File: src/rtl/gmii_rx_pkg.sv
// Shared types and constants for the GMII receive framer and its CRC helper.
package gmii_rx_pkg;

    typedef enum logic [2:0] {
        IDLE,
        PRE,
        DATA,
        END,
        DROP
    } state_e;

    localparam logic [7:0]  PREAMBLE_BYTE = 8'h55;
    localparam logic [7:0]  SFD_BYTE      = 8'hD5;
    localparam logic [31:0] CRC_INIT      = 32'hFFFF_FFFF;
    localparam logic [31:0] CRC_POLY      = 32'hEDB8_8320;
    localparam logic [31:0] CRC_RESIDUE   = 32'hDEBB_20E3;
    localparam int          LEN_W         = 11;
    localparam int          CNT_W         = 16;
    localparam logic [2:0]  PRE_MAX       = 3'd7;

    function automatic logic [LEN_W-1:0] len_inc(input logic [LEN_W-1:0] v);
        return (&v) ? v : v + 1'b1;
    endfunction

    function automatic logic [CNT_W-1:0] cnt_inc(input logic [CNT_W-1:0] v);
        return (&v) ? v : v + 1'b1;
    endfunction

endpackage

File: src/rtl/crc32_d8.sv
// Combinational byte-wide step of the reflected Ethernet CRC-32 (LSB first).
// Shared with the TX framer, so it carries no state of its own.
module crc32_d8
    import gmii_rx_pkg::*;
(
    input  logic [31:0] crc_i,
    input  logic [7:0]  data_i,
    output logic [31:0] crc_o
);

    logic [31:0] c;

    always_comb begin
        c = crc_i ^ {24'd0, data_i};
        for (int i = 0; i < 8; i++) begin
            c = c[0] ? ((c >> 1) ^ CRC_POLY) : (c >> 1);
        end
        crc_o = c;
    end

endmodule

File: src/rtl/gmii_rx_framer.sv
// GMII receive framer: strips preamble/SFD, streams frame bytes, checks FCS and length.
// Optional RX_STRIP_FCS_EN withholds the trailing four FCS bytes from the output stream.
//
// state | meaning
// IDLE  | waiting for the first preamble byte
// PRE   | counting preamble bytes, expecting SFD
// DATA  | capturing frame bytes until dv falls
// END   | eop cycle; input byte evaluated as in IDLE
// DROP  | malformed preamble, discard until dv falls
module gmii_rx_framer
    import gmii_rx_pkg::*;
#(
    parameter int MIN_LEN = 64,
    parameter int MAX_LEN = 1518
) (
    input  logic             clk,
    input  logic             rst_n,
    input  logic             gmii_rx_dv,
    input  logic [7:0]       gmii_rxd,
    output logic             rx_valid,
    output logic [7:0]       rx_data,
    output logic             rx_sop,
    output logic             rx_eop,
    output logic             rx_err,
    output logic [LEN_W-1:0] rx_len,
    output logic [CNT_W-1:0] good_cnt,
    output logic [CNT_W-1:0] bad_cnt
);

    localparam logic [LEN_W-1:0] MIN_LEN_L = LEN_W'(MIN_LEN);
    localparam logic [LEN_W-1:0] MAX_LEN_L = LEN_W'(MAX_LEN);

    state_e           state_q;
    logic [2:0]       pre_cnt_q;
    logic [31:0]      crc_q;
    logic [31:0]      crc_d;
    logic [LEN_W-1:0] len_q;
    logic             rx_valid_q;
    logic [7:0]       rx_data_q;
    logic             rx_sop_q;
    logic             rx_eop_q;
    logic             rx_err_q;
    logic [LEN_W-1:0] rx_len_q;
    logic [CNT_W-1:0] good_cnt_q;
    logic [CNT_W-1:0] bad_cnt_q;
    logic             frame_err;
`ifdef RX_STRIP_FCS_EN
    logic [3:0][7:0]  dly_q;
`endif

    crc32_d8 u_crc32_d8 (
        .crc_i  (crc_q),
        .data_i (gmii_rxd),
        .crc_o  (crc_d)
    );

    assign frame_err = (crc_q != CRC_RESIDUE) | (len_q < MIN_LEN_L) | (len_q > MAX_LEN_L);

    always_ff @(posedge clk or negedge rst_n) begin
        if (!rst_n) begin
            state_q    <= IDLE;
            pre_cnt_q  <= '0;
            crc_q      <= CRC_INIT;
            len_q      <= '0;
            rx_valid_q <= 1'b0;
            rx_data_q  <= '0;
            rx_sop_q   <= 1'b0;
            rx_eop_q   <= 1'b0;
            rx_err_q   <= 1'b0;
            rx_len_q   <= '0;
            good_cnt_q <= '0;
            bad_cnt_q  <= '0;
`ifdef RX_STRIP_FCS_EN
            dly_q      <= '0;
`endif
        end else begin
            rx_valid_q <= 1'b0;
            rx_sop_q   <= 1'b0;
            rx_eop_q   <= 1'b0;
            rx_err_q   <= 1'b0;
            rx_len_q   <= '0;
            case (state_q)
                // END behaves like IDLE so a frame starting in the eop cycle loses nothing
                IDLE, END: begin
                    if (gmii_rx_dv) begin
                        if (gmii_rxd == PREAMBLE_BYTE) begin
                            state_q   <= PRE;
                            pre_cnt_q <= 3'd1;
                        end else begin
                            state_q <= DROP;
                        end
                    end else begin
                        state_q <= IDLE;
                    end
                end
                PRE: begin
                    if (!gmii_rx_dv) begin
                        state_q <= IDLE;
                    end else if (gmii_rxd == SFD_BYTE) begin
                        state_q <= DATA;
                        crc_q   <= CRC_INIT;
                        len_q   <= '0;
                    end else if (gmii_rxd == PREAMBLE_BYTE && pre_cnt_q < PRE_MAX) begin
                        pre_cnt_q <= pre_cnt_q + 3'd1;
                    end else begin
                        state_q <= DROP;
                    end
                end
                DATA: begin
                    if (gmii_rx_dv) begin
                        crc_q <= crc_d;
                        len_q <= len_inc(len_q);
`ifdef RX_STRIP_FCS_EN
                        dly_q <= {dly_q[2:0], gmii_rxd};
                        if (len_q >= LEN_W'(4)) begin
                            rx_valid_q <= 1'b1;
                            rx_data_q  <= dly_q[3];
                            rx_sop_q   <= (len_q == LEN_W'(4));
                        end
`else
                        rx_valid_q <= 1'b1;
                        rx_data_q  <= gmii_rxd;
                        rx_sop_q   <= (len_q == '0);
`endif
                    end else begin
                        state_q  <= END;
                        rx_eop_q <= 1'b1;
                        rx_err_q <= frame_err;
                        rx_len_q <= len_q;
                        if (frame_err) begin
                            bad_cnt_q <= cnt_inc(bad_cnt_q);
                        end else begin
                            good_cnt_q <= cnt_inc(good_cnt_q);
                        end
                        crc_q <= CRC_INIT;
                        len_q <= '0;
                    end
                end
                DROP: begin
                    if (!gmii_rx_dv) begin
                        state_q <= IDLE;
                    end
                end
                default: state_q <= IDLE;
            endcase
        end
    end

    assign rx_valid = rx_valid_q;
    assign rx_data  = rx_data_q;
    assign rx_sop   = rx_sop_q;
    assign rx_eop   = rx_eop_q;
    assign rx_err   = rx_err_q;
    assign rx_len   = rx_len_q;
    assign good_cnt = good_cnt_q;
    assign bad_cnt  = bad_cnt_q;

endmodule

File: config.mk
export PLATFORM = sky130hd
export DESIGN_NAME = gmii_rx_framer
export DESIGN_NICKNAME = d
export VERILOG_FILES = /design/src/rtl/gmii_rx_pkg.sv /design/src/rtl/crc32_d8.sv /design/src/rtl/gmii_rx_framer.sv
export SDC_FILE = /design/constraint.sdc
export NUM_CORES = 1
export LEC_CHECK = 0
export CORE_MARGIN = 3
export CORE_UTILIZATION = 50
export DETAILED_ROUTE_END_ITERATION = 8
export GPL_TIMING_DRIVEN = 0
export HOLD_SLACK_MARGIN = 0.15
export PLACE_DENSITY = 0.73
export SYNTH_ARGS = -nofsm -noshare
export SYNTH_HDL_FRONTEND = slang
export SYNTH_SLANG_ARGS = --single-unit
File: constraint.sdc
create_clock -name clk -period 2.41 [get_ports clk]
set_input_delay 0.723 -clock clk [delete_from_list [all_inputs] [get_ports clk]]
set_output_delay 0.723 -clock clk [all_outputs]
set_load 0.005 [all_outputs]
Yosys cells after proc, flatten, opt, wreduce, memory -nomap -nowiden. Index checks and enable logic that the tools add are counted.

Bits in registers: 104. Input port bits: 11. Output and inout bits: 55. Logic and storage cells: 108.

$add $sub $neg: 4. Order comparisons: 3. Eq/ne operators: 17. Multiplexer cells: 41. Bitwise gates (word level): 15. Reduce and logical (&&, ||, !) cells: 16.

Operators by type and width (count): two-way mux 32 bit (11); NOT 13 -> 14 bit (8); two-way mux 11 bit (6); one-hot mux 32 bit (2 select lines) (1); two-way mux 3 bit (12); adder 16 x 1 -> 16 bit, second input constant (2); != test 32 bit, second input constant (1); AND reduction 16 bit (2); XOR 32 x 8 -> 32 bit (1); one-hot mux 11 bit (2 select lines) (1); != test 2 bit, second input constant (8); one-hot mux 3 bit (4 select lines) (1); AND reduction 4 bit (3); adder 11 x 1 -> 11 bit, second input constant (1); > comparator 11 bit, second input constant (1); logical NOT 11 bit (1); < comparator 11 x 7 -> 1 bit, second input constant (1); AND reduction 11 bit (1); == test 8 x 7 -> 1 bit, second input constant (1); == test 8 bit, second input constant (1); two-way mux 1 bit (8); == test 3 x 2 -> 1 bit, second input constant (2); one-hot mux 3 bit (2 select lines) (1); AND reduction 3 bit (2); other kinds (14) (19).

Logic depth before layout (Yosys ltp).
Depth after elaboration: 19. Gate-level depth with buffers: 8. Depth with buffers taken out: 7.

Cells and area by module. Synthesis repeated with hierarchy kept, for this count alone.

Cells, all modules: 472. Area total of the unflattened synthesis: 5356.4 µm².

By module, submodules not included: gmii_rx_framer (instances 1, cells each 401, area an instance 4566.9 µm², sequential area each 2642.5 µm²); crc32_d8 (instances 1, cells each 71, area an instance 789.5 µm², sequential area each 0.0 µm²).

Worst setup path before layout. OpenSTA, ideal clock, no wires.

Path kind: register to register. From: register crc_q[6]. To: register good_cnt_q[1], in the netlist good_cnt[1]. Setup time: 0.128 ns. Arrival: 2.133 ns. Data required time: 2.282 ns. Slack: 0.150 ns. Stages on the path, launching flop included: 8. Path buffers: 1. Period minus slack after synthesis: 2.260 ns. Cells stage by stage: dfstp_2 -> nor4b_1 -> nand4_1 -> or3_1 -> or3_1 -> buf_2 -> nor2_1 -> mux2_1.

Cells in the longest elaborated chain, start to end: 5.

Ends and longest elaborated chain: start, declared (RTL line gmii_rx_framer.sv:35) `logic [31:0] crc_q;`; start signal, assigned (RTL line gmii_rx_framer.sv:111) `crc_q <= crc_d;`; != test 32 bit (RTL line gmii_rx_framer.sv:57) `assign frame_err = (crc_q != CRC_RESIDUE) | (len_q < MIN_LEN_L) | (len_q > MAX_LEN_L);`; bitwise OR 1 bit (2 in a row) (RTL line gmii_rx_framer.sv:57); NOT 1 bit (no source line); AND reduction 4 bit (no source line); end signal, assigned (RTL line gmii_rx_framer.sv:133) `good_cnt_q <= cnt_inc(good_cnt_q);`; end, declared (RTL line gmii_rx_framer.sv:44) `logic [CNT_W-1:0] good_cnt_q;`.

No other way between the ends. A chain may end at the register's enable or synchronous reset.

Final worst setup path. Ends and elaborated chain as after synthesis.

==> run metrics <==
crit path max fanout 10; top-level port count 66; Rows 36; CTS tree done; CP max stage delay approximately 0.56 ns; Worst path depth 7; crit path DAT approximately 2.8 ns; status complete, but fails checks; Max Cap Violations 0; Port Buf Inserts 63; placed cell areas 0.00606 sq mm; Reg2Reg Setup Slack -0.09 ns; DR iter-0 viols about 190; Leakage 0.00294 uW; final period utilization 104%; cells along the critical path nor4b_2 -> nand4_1 -> or3_1 -> or3_1 -> buf_6 -> nor2_4 -> mux2_1; normalized max-slew margin a little over two fifths; vias 3934; core area 0.0100 sq mm; Tot GR Track Use ~21%; Die ar. ~0.012 sq mm; Initial Util between 50 and 60%; CP max-delay cell dfstp_2; Mapped Area 0.00524 sq mm; ys async rst share 100%; FF-to-FF path depth 7; routed len/inst between 15 and 20 microns; Final Instance Area roughly 0.0067 sq mm; RSZ-0062 raised after global routing yes; Util after Layout about two thirds; Antenna Cells 0; Main synth FF type dfrtp_1; Seq. cell area ~0.0026 sq mm; top cells by area, synth dfrtp_1 (34%), dfstp_2 (16%), xor2_1 (9.7%), xnor2_1 (6.9%), nor2_1 (4.7%); Synth cell types 51; PnR worst setup slack -0.0885 ns; leading area contributor after synthesis dfrtp_1; Commonest cells post-synth dfrtp_1 (72), nor2_1 (66), xor2_1 (58), xnor2_1 (41), a21oi_1 (36); Tmin final 2.50 ns; fraction of layout cells with a size suffix above 1 22.0%; CP Buf/Inv Count 1; Layout area overhead 27.7%; worst setup path endpoint good_cnt[1]$_DFFE_PN0P_; syn avg cell area between 10 and 15 sq um; Sink Count 104; Final ANT Viol Nets 0; Clock transition at path regs roughly 0.11 ns; CTS root buf clkbuf_8; Die Width around 110 microns; maximum vdd drop just under 400 uV; CP startpoint crc_q[6]$_DFFE_PN1P_; final routed DRC violation total 0; total congestion overflow 0; worst hold path class primary input to asynchronous set/reset pin; startpoint types flip-flop; Synth top area share between 30% and 40%; Clk Latency, worst-skew pair 0.37 ns; Via density about 5.5; Synth Instances between 400 and 500; final hold vios 0; # fillers 770; r2r startpoint crc_q[6]$_DFFE_PN1P_; final number of setup-violating endpoints 8; Yosys warnings 0; vias in the first global route between 3k and 4k; family with the most delay on the worst path simple AND/OR/NAND/NOR gates; EDFF count, synth 0; Synth Net Count around 510; initial antenna violation count 0; violated checks setup timing; H-Tree Level Count 3; worst slew pin tran about 0.85 ns; critical path type flip-flop to flip-flop; most common cell in the synthesized netlist dfrtp_1; final WL 12.2 mm; Setup Skew approximately 0.013 ns; TritonRoute pass-1 iters 4; sequential share of the synthesized area approximately 50%; RePlAce Congestion between 0.8 and 0.9; max frequency ~400 MHz; Final Max Slew Viols 0; largest net degree at the start of global routing 55; synthesis-stage register bit count between 100 and 150; TritonCTS Buffers 9; CTS Buffer Depth 2; worst r2r dst good_cnt[1]$_DFFE_PN0P_; fin nets between 500 and 600; Die H approximately 110 microns; area of the multi-input gates about 0.0028 sq mm; dpl hpwl ~8.4 mm; first-pass GRT wire length around 20 mm; CP dominant cell by count or3_1; CP endpoint kind flip-flop; Power Density around 500 mW/mm^2; Required @ worst endpoint approximately 2.7 ns
where the power goes:
part	total, uW	switching (uW)	leakage (uW)	internal, uW
sequential	1790	21.3	0.00130	1770
clock	1160	657	0.000105	507
combinational	396	222	0.00154	174
total	3350	900	0.00294	2450
sequential cells by signal, indices dropped and copies added (netlist names), 3 cells and up:
| name | cells |
|---|---|
| good_cnt | 16 |
| rx_len | 11 |
| len_q | 11 |
| rx_data | 8 |
| bad_cnt | 16 |
| pre_cnt_q | 3 |
| crc_q | 32 |
| state_q | 3 |
repair_timing:
item / in CTS / in global routing
gates resized for setup: 30 / 28
cloned: 0 / 0
setup endpoints to repair: 52 / 60
pin swaps: 6 / 6
buffers inserted: 7 / 8
hold buffers: 0 / 0
final cells by class:
class,count,share of cell area (%)
Clock inverter,7,1.29
Clock buffer,9,1.85
Sequential cell,104,39.5
Multi-Input combinational cell,365,41.7
Inverter,5,0.318
Buffer,14,1.27
Timing Repair Buffer,79,11.6
Tap cell,133,2.49
cell usage in the layout, fill, tap and decap left out, drive strengths merged, types with 5 or more instances in the layout:
cell / netlist / layout
a21oi: 36 / 36
and2: 5 / 5
and3: 19 / 19
and4: 6 / 6
buf: 2 / 22
clkbuf: 13 / 18
clkdlybuf4s50: 0 / 58
dfrtp: 72 / 72
dfstp: 32 / 32
ha: 5 / 5
inv: 5 / 10
mux2: 11 / 11
nand2: 20 / 20
nand3: 15 / 15
nand4: 17 / 17
nor2: 66 / 66
nor3: 21 / 21
nor4b: 6 / 6
o21ai: 8 / 8
xnor2: 48 / 48
xor2: 58 / 58
cell families after synthesis:
family	synth area share [%]
AND/OR/NAND/NOR	19.4
XOR/XNOR	18.7
flip-flops	50.4
AO/OA/AOI/OAI	6.09
buffers and inverters	1.72
multiplexers	2.43
adder cells (fa/ha/maj)	1.19
through the flow:
stage,hold slack [ns],TNS [ns],setup slack (ns),total power [uW],cells
3_3_place_gp,0.474,-323.75,-3.21,2160,685
6_report,0.373,-0.171,-0.0885,3350,716
2_1_floorplan,0.427,0,0.150,2040,489
3_5_place_dp,0.484,-30.74,-0.803,2170,686
4_1_cts,0.409,-0.0110,-0.00559,3350,709
5_1_grt,0.408,-0.356,-0.0820,3480,716
metal layers:
layer / part of all wire, % / vias up / GRT usage, %
met5: 0 / - / 0
met4: 2.2 / 0 / 7.30
met3: 3.8 / 22 / 2.99
met2: 51 / 82 / 35.7
met1: 43 / 1965 / 29.0
li1: - / 1865 / -
worst min-delay path by stage:
stage,start,to
2_1_floorplan,rst_n,bad_cnt[0]$_DFFE_PN0P_
3_3_place_gp,good_cnt[9]$_DFFE_PN0P_,good_cnt[9]$_DFFE_PN0P_
3_5_place_dp,good_cnt[9]$_DFFE_PN0P_,good_cnt[9]$_DFFE_PN0P_
4_1_cts,rst_n,rx_len[4]$_DFF_PN0_
5_1_grt,rst_n,rx_len[4]$_DFF_PN0_
6_report,rst_n,rx_len[4]$_DFF_PN0_
Power figures use the tool's default switching activity.
==> patch: new RTL, same settings <==
The 5 states of `state_e` get a Gray code encoding in 3 bits.
--- a/src/rtl/gmii_rx_pkg.sv
+++ b/src/rtl/gmii_rx_pkg.sv
@@ -2,11 +2,11 @@
 package gmii_rx_pkg;
 
     typedef enum logic [2:0] {
-        IDLE,
-        PRE,
-        DATA,
-        END,
-        DROP
+        IDLE = 3'b000,
+        PRE  = 3'b001,
+        DATA = 3'b011,
+        END  = 3'b010,
+        DROP = 3'b110
     } state_e;
 
     localparam logic [7:0]  PREAMBLE_BYTE = 8'h55;
Function: same outputs for any inputs over 4 cycles, from zero or initial values and one cycle with rst_n low; so few cycles prove little.
==> patch against the original RTL <==
Sequential power about the same; clock skew up 0.0024 ns; routed wire length down 5.4%; setup slack better by 0.14 ns; worst hold slack worse by 0.083 ns; sequential cell count unchanged; area after synthesis up 3.8%; maximum frequency up 5.9%; power down 7.3%; design area down 1.3%; highest routed layer unchanged.
==> patch: results (changes against the original RTL) <==
metric	value	unit	change
outcome	finished, final reports clean		was finished, violations left
powerDensity	470	mW/mm^2	was 500 mW/mm^2
syn_inst	493		was 489
wirelength	11500	um	was 12,200 um
synth_cell_types	53		was 51
finalClockSkew	0.0152	ns	was 0.0128 ns
synth_fp_nets	509		was 505
seq_area_frac_synth	0.486		was 0.504
track_usage	0.203		was 0.215
gp_congestion	0.871		was 0.865
power.internal	2.31	mW	was 2.45 mW
reg2reg_slack	0.08	ns	was -0.09 ns
drive_above_1_share	0.194		was 0.220
leakage	2.80	nW	was 2.94 nW
pwr-share-clk	0.304		was 0.348
place_inst	694		was 686
worstReg2RegStart	crc_q[31]		was crc_q[6]
wl_per_cell	16.2	um	was 17.0 um
ir_drop	306	uV	was 395 uV
synth_area_leaders	dfrtp_1 (33%), dfstp_2 (15%), xnor2_1 (10%), xor2_1 (5.6%), nand2_1 (3.4%)		was dfrtp_1 (34%), dfstp_2 (16%), xor2_1 (9.7%), xnor2_1 (6.9%), nor2_1 (4.7%)
vias	3883		was 3,934
grt_pass1_wl	19200	um	was 19,900 um
grt_pass1_vias	3808		was 3,984
grt_max_degree	70		was 55
dp.final_hpwl	8400	um	was 8380 um
worstReg2RegEnd	good_cnt[10]		was good_cnt[1]
fin_hold_ws	0.290	ns	was 0.373 ns
critPathMaxFanout	4		was 10
ys_top_cells_by_count	dfrtp_1 (72), xnor2_1 (63), nand2_1 (49), xor2_1 (35), dfstp_2 (32)		was dfrtp_1 (72), nor2_1 (66), xor2_1 (58), xnor2_1 (41), a21oi_1 (36)
placed_cell_area	0.00628	mm^2	was 0.00606 mm^2
combPwrFrac	0.120		was 0.118
worst_pin_slew	0.794	ns	was 0.851 ns
dp_slack	-0.614	ns	was -0.803 ns
worstPathArrival	2.66	ns	was 2.76 ns
numPortBuffers	64		was 63
nNetsFinal	587		was 594
-- patch: cell count changes after synthesis, sizes merged, moves of 11 or more --
cell,before,now
nor2,66,26
nand2,20,49
xor2,58,36
xnor2,48,68
o22a,0,18
nor4,1,17
a21oi,36,22
nand4,17,5
nor3,21,10
-- patch: worst max-delay path: stages --
cell and delay, ns:
clkdlybuf4s50_1 0.56, xnor2_4 0.36, xnor2_4 0.18, xnor3_1 0.47
xor2_1 0.18, a21oi_1 0.17
-- patch: per-layer routing --
layer	global-route usage	wire length (um)
met5	0	0
met4	0.0598	141
met3	0.0361	425
met2	0.347	5850
met1	0.264	5110
-- patch: repair_timing --
item | in CTS | in global routing
setup buffers | 1 | 3
pin swaps | 1 | 4
resized for setup | 9 | 14
setup endpoints to repair | 17 | 53
-- patch: area by class of cell --
class	instances	area, um^2
clock inverter	6	33.8
tap	136	170
multi-input combinational	355	2780
inverter	14	52.6
sequential	104	2640
buffer	18	100
fill	845	3860
timing repair buffer	69	696
clock buffer	10	128
-- patch: logic make-up after synthesis --
| family | share of synthesized area |
|---|---|
| XOR/XNOR | 0.182 |
| AND/OR/NAND/NOR | 0.201 |
| adder cells (fa/ha/maj) | 0.0115 |
| flip-flops | 0.486 |
| multiplexers | 0.0136 |
| buffers and inverters | 0.0285 |
| AO/OA/AOI/OAI | 0.0777 |
-- patch: worst max path at each step --
stage	cells past startpoint	to	from	slack, ns
floorplan	6	crc_q[19]	gmii_rxd[7]	0.10
finish	6	crc_q[19]	gmii_rxd[1]	0.05
detailed placement	6	crc_q[19]	gmii_rxd[0]	-0.61
global route	6	crc_q[25]	gmii_rxd[3]	-0.02
CTS	6	pre_cnt_q[2]	gmii_rxd[3]	-0.007
global placement	1	rx_valid	rst_n	-3.22
